## config.mk

```make
export PLATFORM = sky130hd
export DESIGN_NAME = motion_box_detect_flat
export DESIGN_NICKNAME = d
export VERILOG_FILES = /design/src/rtl/motion_box_detect_pkg.sv /design/src/rtl/motion_box_detect_if.sv /design/src/rtl/motion_box_accum.sv /design/src/rtl/motion_box_detect.sv /design/src/flat_wrapper.sv
export SDC_FILE = /design/constraint.sdc
export NUM_CORES = 1
export LEC_CHECK = 0
export CORE_AREA = 2 2 104 131
export DETAILED_ROUTE_END_ITERATION = 12
export DIE_AREA = 0 0 106 133
export DONT_BUFFER_PORTS = 1
export PLACE_DENSITY = 0.84
export SYNTH_ARGS = -nofsm -noshare
export SYNTH_HDL_FRONTEND = slang
export SYNTH_SLANG_ARGS = --single-unit
```

## constraint.sdc

```tcl
create_clock -name sys_clk -period 6.7 [get_ports sys_clk]
set_clock_uncertainty 0.15 [all_clocks]
set_input_delay 0.67 -clock sys_clk [delete_from_list [all_inputs] [get_ports sys_clk]]
set_output_delay 0.67 -clock sys_clk [all_outputs]
set_load 0.02 [all_outputs]
```

## src/rtl/motion_box_detect_pkg.sv

```systemverilog
// Shared types and constants for the motion bounding-box detector.
package motion_box_detect_pkg;

  localparam int IMG_HDISP_DEF = 640;
  localparam int IMG_VDISP_DEF = 480;

  localparam int COORD_W = 11;
  localparam int CNT_W   = 20;

  typedef logic [COORD_W-1:0] coord_t;
  typedef logic [CNT_W-1:0]   count_t;

  localparam coord_t MIN_INIT = 11'h7FF;
  localparam count_t CNT_MAX  = 20'hFFFFF;

  typedef struct packed {
    coord_t x_min;
    coord_t x_max;
    coord_t y_min;
    coord_t y_max;
  } box_t;

  // Min fields start high and max fields low so the first hit overwrites both.
  localparam box_t BOX_INIT = '{x_min: MIN_INIT, x_max: '0, y_min: MIN_INIT, y_max: '0};

  // True when (x, y) lies on the perimeter of box b.
  function automatic logic on_outline(input coord_t x, input coord_t y, input box_t b);
    logic on_col;
    logic on_row;
    on_col = ((x == b.x_min) || (x == b.x_max)) && (y >= b.y_min) && (y <= b.y_max);
    on_row = ((y == b.y_min) || (y == b.y_max)) && (x >= b.x_min) && (x <= b.x_max);
    return on_col | on_row;
  endfunction

endpackage

```

## src/rtl/motion_box_detect_if.sv

```systemverilog
// Binary video stream: frame sync, line valid, pixel qualifier and one motion bit.
interface motion_box_detect_if;

  logic frame_vsync;
  logic frame_href;
  logic frame_clken;
  logic img_bit;

  modport master (
    output frame_vsync,
    output frame_href,
    output frame_clken,
    output img_bit
  );

  modport slave (
    input frame_vsync,
    input frame_href,
    input frame_clken,
    input img_bit
  );

endinterface

```

## src/rtl/motion_box_accum.sv

```systemverilog
// Pixel coordinate counters plus running min/max/count of motion pixels for the
// frame in progress. The frame-close pulse comes from the top level.
module motion_box_accum
  import motion_box_detect_pkg::*;
#(
  parameter int IMG_HDISP = IMG_HDISP_DEF,
  parameter int IMG_VDISP = IMG_VDISP_DEF
) (
  input  logic   clk,
  input  logic   rst_n,
  input  logic   href,
  input  logic   clken,
  input  logic   pix,
  input  logic   frame_close,
  output coord_t x,
  output coord_t y,
  output box_t   acc_box,
  output count_t acc_cnt
);

  localparam coord_t X_LAST = coord_t'(IMG_HDISP - 1);
  localparam coord_t Y_LAST = coord_t'(IMG_VDISP - 1);

  logic href_d;
  logic accept;
  logic line_end;
  logic hit;

  assign accept   = href & clken;
  assign line_end = href_d & ~href;
  // A hit landing on the frame-close cycle belongs to neither frame and is dropped.
  assign hit      = accept & pix & ~frame_close;

  // Delayed line-valid for falling-edge detection.
  always_ff @(posedge clk or negedge rst_n) begin
    if (!rst_n) href_d <= 1'b0;
    else        href_d <= href;
  end

  // Column counter: restarts every line, advances per accepted pixel, holds at the last column.
  always_ff @(posedge clk or negedge rst_n) begin
    if (!rst_n)                        x <= '0;
    else if (!href)                    x <= '0;
    else if (accept && (x != X_LAST))  x <= x + 1'b1;
  end

  // Row counter: restarts at frame close, advances at each line end, holds at the last row.
  always_ff @(posedge clk or negedge rst_n) begin
    if (!rst_n)                          y <= '0;
    else if (frame_close)                y <= '0;
    else if (line_end && (y != Y_LAST))  y <= y + 1'b1;
  end

  // Bounding-box and pixel-count accumulation for the current frame.
  always_ff @(posedge clk or negedge rst_n) begin
    if (!rst_n) begin
      acc_box <= BOX_INIT;
      acc_cnt <= '0;
    end else if (frame_close) begin
      acc_box <= BOX_INIT;
      acc_cnt <= '0;
    end else if (hit) begin
      if (x < acc_box.x_min) acc_box.x_min <= x;
      if (x > acc_box.x_max) acc_box.x_max <= x;
      if (y < acc_box.y_min) acc_box.y_min <= y;
      if (y > acc_box.y_max) acc_box.y_max <= y;
      if (acc_cnt != CNT_MAX) acc_cnt <= acc_cnt + 1'b1;
    end
  end

endmodule

```

## src/rtl/motion_box_detect.sv

```systemverilog
// Motion bounding-box detector: latches the box of each frame's motion pixels at
// frame close and overlays the previous frame's box outline onto the stream.
module motion_box_detect
  import motion_box_detect_pkg::*;
#(
  parameter int IMG_HDISP  = IMG_HDISP_DEF,
  parameter int IMG_VDISP  = IMG_VDISP_DEF,
  parameter int MIN_PIXELS = 32
) (
  input  logic                     sys_clk,
  input  logic                     sys_rst_n,
  motion_box_detect_if.slave       per_bus,
  motion_box_detect_if.master      post_bus,
  output logic [COORD_W-1:0]       box_x_min,
  output logic [COORD_W-1:0]       box_x_max,
  output logic [COORD_W-1:0]       box_y_min,
  output logic [COORD_W-1:0]       box_y_max,
  output logic [CNT_W-1:0]         box_pixel_cnt,
  output logic                     box_valid,
  output logic                     box_update
);

  localparam count_t MIN_CNT = count_t'(MIN_PIXELS);

  logic   vsync_d;
  logic   frame_close;
  logic   accept;
  logic   outline;
  coord_t x;
  coord_t y;
  box_t   acc_box;
  count_t acc_cnt;
  box_t   box_q;

  assign accept      = per_bus.frame_href & per_bus.frame_clken;
  assign frame_close = vsync_d & ~per_bus.frame_vsync;
  // Overlay always uses the latched box, never the in-progress accumulators.
  assign outline     = box_valid & on_outline(x, y, box_q);

  assign box_x_min = box_q.x_min;
  assign box_x_max = box_q.x_max;
  assign box_y_min = box_q.y_min;
  assign box_y_max = box_q.y_max;

  motion_box_accum #(
    .IMG_HDISP (IMG_HDISP),
    .IMG_VDISP (IMG_VDISP)
  ) u_accum (
    .clk         (sys_clk),
    .rst_n       (sys_rst_n),
    .href        (per_bus.frame_href),
    .clken       (per_bus.frame_clken),
    .pix         (per_bus.img_bit),
    .frame_close (frame_close),
    .x           (x),
    .y           (y),
    .acc_box     (acc_box),
    .acc_cnt     (acc_cnt)
  );

  // Delayed frame sync for falling-edge (frame close) detection.
  always_ff @(posedge sys_clk or negedge sys_rst_n) begin
    if (!sys_rst_n) vsync_d <= 1'b0;
    else            vsync_d <= per_bus.frame_vsync;
  end

  // Latch the finished frame's box at frame close; undersized frames report an empty box.
  always_ff @(posedge sys_clk or negedge sys_rst_n) begin
    if (!sys_rst_n) begin
      box_q         <= '0;
      box_pixel_cnt <= '0;
      box_valid     <= 1'b0;
      box_update    <= 1'b0;
    end else begin
      box_update <= frame_close;
      if (frame_close) begin
        box_pixel_cnt <= acc_cnt;
        if (acc_cnt >= MIN_CNT) begin
          box_q     <= acc_box;
          box_valid <= 1'b1;
        end else begin
          box_q     <= '0;
          box_valid <= 1'b0;
        end
      end
    end
  end

  // One-cycle delayed sync and overlaid pixel, both taken from the same input cycle.
  always_ff @(posedge sys_clk or negedge sys_rst_n) begin
    if (!sys_rst_n) begin
      post_bus.frame_vsync <= 1'b0;
      post_bus.frame_href  <= 1'b0;
      post_bus.frame_clken <= 1'b0;
      post_bus.img_bit     <= 1'b0;
    end else begin
      post_bus.frame_vsync <= per_bus.frame_vsync;
      post_bus.frame_href  <= per_bus.frame_href;
      post_bus.frame_clken <= per_bus.frame_clken;
      post_bus.img_bit     <= accept & (per_bus.img_bit | outline);
    end
  end

endmodule

```

## src/flat_wrapper.sv

```systemverilog
// flat-port wrapper written by rule: the top's interface ports become plain ports
module motion_box_detect_flat import motion_box_detect_pkg::*;
#(
  parameter int IMG_HDISP  = IMG_HDISP_DEF,
  parameter int IMG_VDISP  = IMG_VDISP_DEF,
  parameter int MIN_PIXELS = 32
)
  (sys_clk, sys_rst_n, box_x_min, box_x_max, box_y_min, box_y_max, box_pixel_cnt, box_valid, box_update, per_bus_frame_vsync, per_bus_frame_href, per_bus_frame_clken, per_bus_img_bit, post_bus_frame_vsync, post_bus_frame_href, post_bus_frame_clken, post_bus_img_bit);
  motion_box_detect_if per_bus_i ();
  motion_box_detect_if post_bus_i ();
  input  logic sys_clk;
  input  logic sys_rst_n;
  output logic [COORD_W-1:0] box_x_min;
  output logic [COORD_W-1:0] box_x_max;
  output logic [COORD_W-1:0] box_y_min;
  output logic [COORD_W-1:0] box_y_max;
  output logic [CNT_W-1:0] box_pixel_cnt;
  output logic box_valid;
  output logic box_update;
  input wire logic [$bits(per_bus_i.frame_vsync)-1:0] per_bus_frame_vsync;
  input wire logic [$bits(per_bus_i.frame_href)-1:0] per_bus_frame_href;
  input wire logic [$bits(per_bus_i.frame_clken)-1:0] per_bus_frame_clken;
  input wire logic [$bits(per_bus_i.img_bit)-1:0] per_bus_img_bit;
  output wire logic [$bits(post_bus_i.frame_vsync)-1:0] post_bus_frame_vsync;
  output wire logic [$bits(post_bus_i.frame_href)-1:0] post_bus_frame_href;
  output wire logic [$bits(post_bus_i.frame_clken)-1:0] post_bus_frame_clken;
  output wire logic [$bits(post_bus_i.img_bit)-1:0] post_bus_img_bit;
  assign per_bus_i.frame_vsync = per_bus_frame_vsync;
  assign per_bus_i.frame_href = per_bus_frame_href;
  assign per_bus_i.frame_clken = per_bus_frame_clken;
  assign per_bus_i.img_bit = per_bus_img_bit;
  assign post_bus_frame_vsync = post_bus_i.frame_vsync;
  assign post_bus_frame_href = post_bus_i.frame_href;
  assign post_bus_frame_clken = post_bus_i.frame_clken;
  assign post_bus_img_bit = post_bus_i.img_bit;
  motion_box_detect #(.IMG_HDISP(IMG_HDISP), .IMG_VDISP(IMG_VDISP), .MIN_PIXELS(MIN_PIXELS)) u_core (.sys_clk(sys_clk), .sys_rst_n(sys_rst_n), .per_bus(per_bus_i), .post_bus(post_bus_i), .box_x_min(box_x_min), .box_x_max(box_x_max), .box_y_min(box_y_min), .box_y_max(box_y_max), .box_pixel_cnt(box_pixel_cnt), .box_valid(box_valid), .box_update(box_update));
endmodule
```

==> results.toml, run 1 <==
[setup_path]
crit_required_ps = 6910
critical_path.top_delay_family = "simple AND/OR/NAND/NOR gates"
end_kind = "flop"
crit_arrival_ps = 3270
cpMostUsedCell = "or4_1"
r2r_end = "u_core.u_accum.acc_cnt[19]"
crit_path_start_kind = "flop"
rr_startpoint = "u_core.vsync_d"
critPathBufInv = 0
critPathKind = "reg -> reg"
rrSetupSlack_ps = 3640
path_max_fanout = 94
slowest_delay_ps = 590
critical_path.cell_chain = "nand2b_4 -> a21o_1 -> a31o_4 -> or4_1 -> or4_1 -> nand2_1"
cpMaxStageDelayCell = "or4_1"
r2r_cells = 6

[global_route]
grt_max_degree = 157
grt_pass1_wl_um = 32780
grt_usage_pct = 29.31
antenna_found_initial = 1
grt_pass1_vias = 6676
gr-total-overflow = 0

[power_and_ir_drop]
pwr-share-seq_pct = 46.2
leakage_uw = 0.004498
swShare_pct = 24.76
p_sw_uw = 549.3
p_per_area_nw_per_um2 = 233.2
ir_worst_vdd_uv = 139.1
clock_power_share_pct = 44.4
comb_power_share_pct = 9.5
p_int_uw = 1669
power.total_uw = 2219

[clock_network]
cts-buffers-inserted = 17
cts_tree = "yes"
cts_sinks = 156
path_clk_slew_ps = 60
ctsLongestPathBuffers = 2
cts_root_buf = "clkbuf_16"
cts_resized = 0
clock_latency_ps = 430
htree_num_levels = 4

[placed_design]
io_buffers = 0
placedInstanceArea_um2 = 8879
gp_congestion = 0.8169
hpwl_um = 12820

[final_layout]
fillers = 905
synthToLayoutAreaGrowth_pct = 8.833
nNetsFinal = 1024
design_area_um2 = 9512
drive_gt1_share_pct = 7.120
antenna_cells = 0

[floorplanning]
die_w_um = 106
die_height_um = 133
start_util_pct = 67.25
design.die.area_um2 = 14100
rows = 47
ios = 76
core_area_um2 = 13000

[synth]
ys_warn_count = 0
synth_cell_types = 50
synthSimpleGateAreaFrac_pct = 16.99
yosysTopAreaCellShare_pct = 38.37
ys_async_sr_fraction_pct = 100.0
synth-xor-area-share_pct = 2.806
synthTopCellsByCount = "nand2_1 (159), dfrtp_1 (134), inv_1 (94)"
synthTopCellsByArea = "dfrtp_1 (38%), ha_1 (13%), nand2_1 (6.8%), dfstp_2 (6.6%), inv_1 (4.0%)"
synth_compound_area_share_pct = 12.40
ys_seq_area_share_pct = 44.98
syn_nets = 1037
post-synth-top-area-cell = "dfrtp_1"
synth_top_family_by_area = "simple AND/OR/NAND/NOR gates"
synth-adder-area-share_pct = 12.88
synth_edf_count = 0
synthMuxAreaShare_pct = 4.137
synthCells = 941
ys_ff_latch = 156
syn_avg_cell_area_um2 = 9.288
synth_flop_cell = "dfrtp_1"
synth.most_common_cell = "nand2_1"
syn-cell-area_um2 = 8740

[sta]
fin_tns_setup_ps = 0
fmax_mhz = 326.8
final_hold_viol_count = 0
rsz0062_at_grt = "no"
fin_crit_ps = 3060
relSlewSlack_pct = 30.93
hold-worst-slack_ps = 85.90
slew_viol_final = 0
finalSetupViolations = 0
period_share_pct = 45.67
tightest_slew_ps = 1036

[detailed_routing]
post_drt_wl_per_cell_um = 17.75
drtIter0Drc = 458
route.antenna.remaining_nets = 0
via_per_inst = 6.103
drcViolationCount = 0
wl_um = 19730
drt_pass1_iterations = 5
vias = 6787

[job]
maxCapViolCount = 0

[run_status]
status = "complete, no violations"

[worst_hold_path]
hold_path_class = "in -> async"
state kept, by name, summed over array words and instances (netlist names), 11 cells and up:
signal / cells
u_core.box_pixel_cnt: 20
u_core.u_accum.y: 11
u_core.box_x_max: 11
u_core.box_x_min: 11
u_core.u_accum.acc_box: 44
u_core.box_y_max: 11
u_core.u_accum.acc_cnt: 20
u_core.box_y_min: 11
u_core.u_accum.x: 11
routing by layer:
layer,part of all wire [%],global-route usage [%],up-vias,routed length (um)
met4,2.8,11.99,2,554
li1,-,-,3186,-
met5,0.066,0,-,13
met1,42,37.40,3304,8217
met3,6.4,6.601,51,1258
met2,49,48.46,244,9690
timing repair:
action | CTS | global route
endpoints found under the hold margin | 156 | 0
hold buffers | 1 | 0
buffers inserted | 0 | 0
power groups by stage:
| stage | combinational [uW] | sequential (uW) | clock [uW] |
|---|---|---|---|
| after CTS | 211 | 1020 | 992 |
| final | 210 | 1020 | 984 |
| after floorplan | 149 | 1020 | 0 |
| after detailed placement | 187 | 1040 | 0 |
| after global placement | 179 | 1040 | 0 |
| after global routing | 237 | 1030 | 1030 |
cells in the final DEF, fill, tap and decap left out, types with 4 or more instances in the layout:
master,count
buf_4,6
nand2_1,159
nor4_1,4
nor2b_1,9
ha_1,90
clkinvlp_4,6
xor2_1,16
and3_1,5
and2_1,7
a22o_1,5
or4_1,6
a21o_1,20
nor3_1,12
a21oi_1,33
o21ai_0,60
nor2_1,59
dfstp_2,22
a211oi_1,7
xnor2_1,12
mux2i_1,35
nand3_1,25
o211ai_1,28
nand4_1,22
dfrtp_1,134
or3_1,4
clkbuf_16,17
inv_1,93
logic make-up (layout without fill, tap and decap cells):
kind of cell	count (synthesis)	count (layout)
compound gates	171	171
fa+ha+maj	90	90
mux	36	36
flops	156	156
simple gates	327	327
xor+xnor	28	28
buf+inv	133	133
metrics by stage:
stage                     std cells  utilization (%)  setup WS, ps
after global placement         1079            68.32          3508
after CTS                      1112            73.19          3614
after detailed placement       1079            68.32          3465
after global routing           1112            73.19          3487
final                          1112            73.19          3640
after floorplan                 941                -          4201
worst max path at each step:
stage | startpoint | to | slack (ps) | cells past startpoint
6_report | u_core.vsync_d | u_core.u_accum.acc_cnt[19] | 3640 | 6
5_1_grt | u_core.vsync_d | u_core.u_accum.acc_cnt[19] | 3490 | 6
4_1_cts | u_core.vsync_d | u_core.u_accum.acc_cnt[19] | 3610 | 6
3_5_place_dp | per_bus_frame_vsync | u_core.u_accum.acc_cnt[19] | 3460 | 6
3_3_place_gp | per_bus_frame_vsync | u_core.u_accum.acc_cnt[19] | 3510 | 6
2_1_floorplan | per_bus_frame_vsync | u_core.u_accum.acc_cnt[19] | 4200 | 8
final cells by class:
type / instances / area (um^2) / area share [%]
multi-input cells: 652 / 4335 / 45.58
inverters: 94 / 352.8 / 3.710
clock inverters: 11 / 145.1 / 1.526
repair buffers: 7 / 72.57 / 0.7630
flip-flops and latches: 156 / 3931 / 41.33
well taps: 171 / 214.0 / 2.249
clock buffers: 21 / 460.4 / 4.841
worst reg2reg max path, cell delays in order (launching register included):
cell and delay [ps]:
dfrtp_1 490, nand2b_4 550, a21o_1 370, a31o_4 230
or4_1 590, or4_1 530, nand2_1 80
Note: power is estimated with default switching activity, not from simulation.
==> run 2, diff against run 1 <==
Settings changed: CORE_AREA 2 2 104 131 to 2 2 108 136, DIE_AREA 0 0 106 133 to 0 0 110 138, PLACE_DENSITY 0.84 to 0.79.
Clock period 6.7 ns to 3.1 ns, I/O delays scaled along.
==> run 2 against run 1 <==
Compared with the run above:
- the flow now finishes with violations (hold timing)
- first-iteration DRC count fell by 13%
- worst setup slack got worse by 3200 ps
- non-clock buffer count is 21 higher
- combinational power rose by 110%
- critical path type unchanged
==> results.toml, run 2 (synthesized netlist as in run 1, its figures left out) <==
[final_layout]
synthToLayoutAreaGrowth_pct = 10.98
largest_registers = "u_core.u_accum.acc_box (44), u_core.box_pixel_cnt (20), u_core.u_accum.acc_cnt (20)"
layout_common_cells = "nand2_1 (159), dfrtp_1 (134), inv_1 (93)"
regMostFlops = "u_core.u_accum.acc_box"
regArea_um2 = 3931
utilization_pct = 69.08
largest_reg_flops = 44
fillers = 1054
multi_input_area_um2 = 4335
drive_gt1_share_pct = 8.940
antenna_cells = 0
nNetsFinal = 1045
layout_commonest_cell = "nand2_1"

[global_route]
grt_pass1_vias = 6819
antenna_found_initial = 0
grt_usage_pct = 28.86
grt_pass1_wl_um = 34010
grt_max_degree = 157
gr-total-overflow = 0

[sta]
hold-worst-slack_ps = -583.8
rsz0062_at_grt = "no"
finalSetupViolations = 0
period_share_pct = 85.35
fin_tns_setup_ps = 0
slew_viol_final = 0
final_hold_viol_count = 156
fmax_mhz = 378.0
relSlewSlack_pct = 30.38
fin_crit_ps = 2646
worst_slack_ps = 454.2
tightest_slew_ps = 1044

[floorplanning]
start_util_pct = 62.25
core_area_um2 = 14040
rows = 49
ios = 76
die_height_um = 138
die_w_um = 110
design.die.area_um2 = 15180

[detailed_routing]
via_per_inst = 5.949
vias = 6782
route.antenna.remaining_nets = 0
post_drt_wl_per_cell_um = 18.06
drt_pass1_iterations = 5
wl_um = 20590
drtIter0Drc = 398
drcViolationCount = 0

[placed_design]
hpwl_um = 14060
gp_congestion = 0.8855
io_buffers = 0
dp_worst_setup_slack_ps = 540.3

[power_and_ir_drop]
leakage_uw = 0.004608
ir_worst_vdd_uv = 605.7
power.total_uw = 4907
p_per_area_nw_per_um2 = 505.9

[setup_path]
r2r_cells = 8
r2r_end = "u_core.u_accum.acc_box[22]"
rrSetupSlack_ps = 450
slowest_delay_ps = 510
critPathKind = "reg -> reg"
cpMaxStageDelayCell = "dfrtp_1"
crit_required_ps = 3310
end_kind = "flop"
path_max_fanout = 10
critPathBufInv = 1
setup.worst_path.start = "u_core.u_accum.x[8]"
critical_path.top_delay_family = "compound AO/OA/AOI/OAI gates"
rr_startpoint = "u_core.u_accum.x[8]"
crit_arrival_ps = 2850
critical_path.cell_chain = "ha_1 -> a21o_1 -> a21o_1 -> a21oi_1 -> a211o_1 -> a21oi_1 -> buf_4 -> mux2i_1"
crit_path_start_kind = "flop"

[clock_network]
clock_latency_ps = 440
path_clk_slew_ps = 60
cts_resized = 0
ctsLongestPathBuffers = 2
ctsHoldBuffers = 4
cts_tree = "yes"
post-cts-setup-buffers = 0
htree_num_levels = 4
cts-buffers-inserted = 17
cts_root_buf = "clkbuf_16"
cts_sinks = 156

[run_status]
violations = "hold timing"
status = "finished with violations"

[worst_hold_path]
hold_path_class = "in -> async"

[job]
maxCapViolCount = 0
## run 2: cell count changes in the layout (fill, tap and decap cells not counted)
cell,previous run,this run
clkinv_2,2,0
inv_6,0,3
buf_16,1,0
inv_8,0,1
dlygate4sd3_1,0,4
clkbuf_1,2,0
clkbuf_8,2,0
buf_4,6,24
bufinv_16,3,4
clkinv_4,0,1
## run 2: final cells by class
cell class / count / share of cell area (%)
Tap cell: 178 / 2.296
Multi-Input combinational cell: 652 / 44.70
Clock buffer: 17 / 4.386
Sequential cell: 156 / 40.53
Clock inverter: 15 / 2.180
Inverter: 94 / 3.638
Timing Repair Buffer: 28 / 2.270
## run 2: per-layer routing
| metal | vias up | GRT usage (%) | routed length [um] |
|---|---|---|---|
| met3 | 50 | 6.978 | 1037 |
| met4 | 0 | 12.13 | 698 |
| met2 | 163 | 47.05 | 10390 |
| li1 | 3237 | - | - |
| met1 | 3332 | 36.28 | 8457 |
| met5 | - | 0 | 0 |
## run 2: through the flow
step / std cells / cell area [um^2] / hold WS, ps
6_report: 1140 / 9699 / -583.8
5_1_grt: 1140 / 9699 / -603.7
4_1_cts: 1140 / 9699 / -592.1
3_5_place_dp: 1104 / 9022 / -132.6
3_3_place_gp: 1104 / 9022 / -130.9
2_1_floorplan: 941 / 8740 / -135.6
## run 2: worst max-delay path by stage
stage / endpoint / cells past startpoint / slack [ps]
2_1_floorplan: u_core.u_accum.acc_box[34] / 9 / 700
6_report: u_core.u_accum.acc_box[22] / 8 / 450
5_1_grt: u_core.u_accum.acc_box[33] / 7 / 320
3_5_place_dp: u_core.u_accum.acc_box[25] / 8 / 540
3_3_place_gp: u_core.u_accum.acc_box[26] / 8 / 560
4_1_cts: u_core.u_accum.acc_box[22] / 8 / 480
## run 2: worst register-to-register path, delay by kind of cell (launching register included)
family | cells | cell delay, ps
buffers and inverters | 1 | 290
AOI/OAI and AO/OA | 5 | 1050
adders and majority gates | 1 | 360
muxes | 1 | 210
DFF | 1 | 510
## run 2: where the power goes
group | internal, uW | total [uW] | switching (uW) | leakage (uW)
sequential | 2130 | 2200 | 75.4 | 0.00209
combinational | 186 | 448 | 262 | 0.00223
clock | 1360 | 2260 | 899 | 0.000291
total | 3670 | 4910 | 1240 | 0.00461
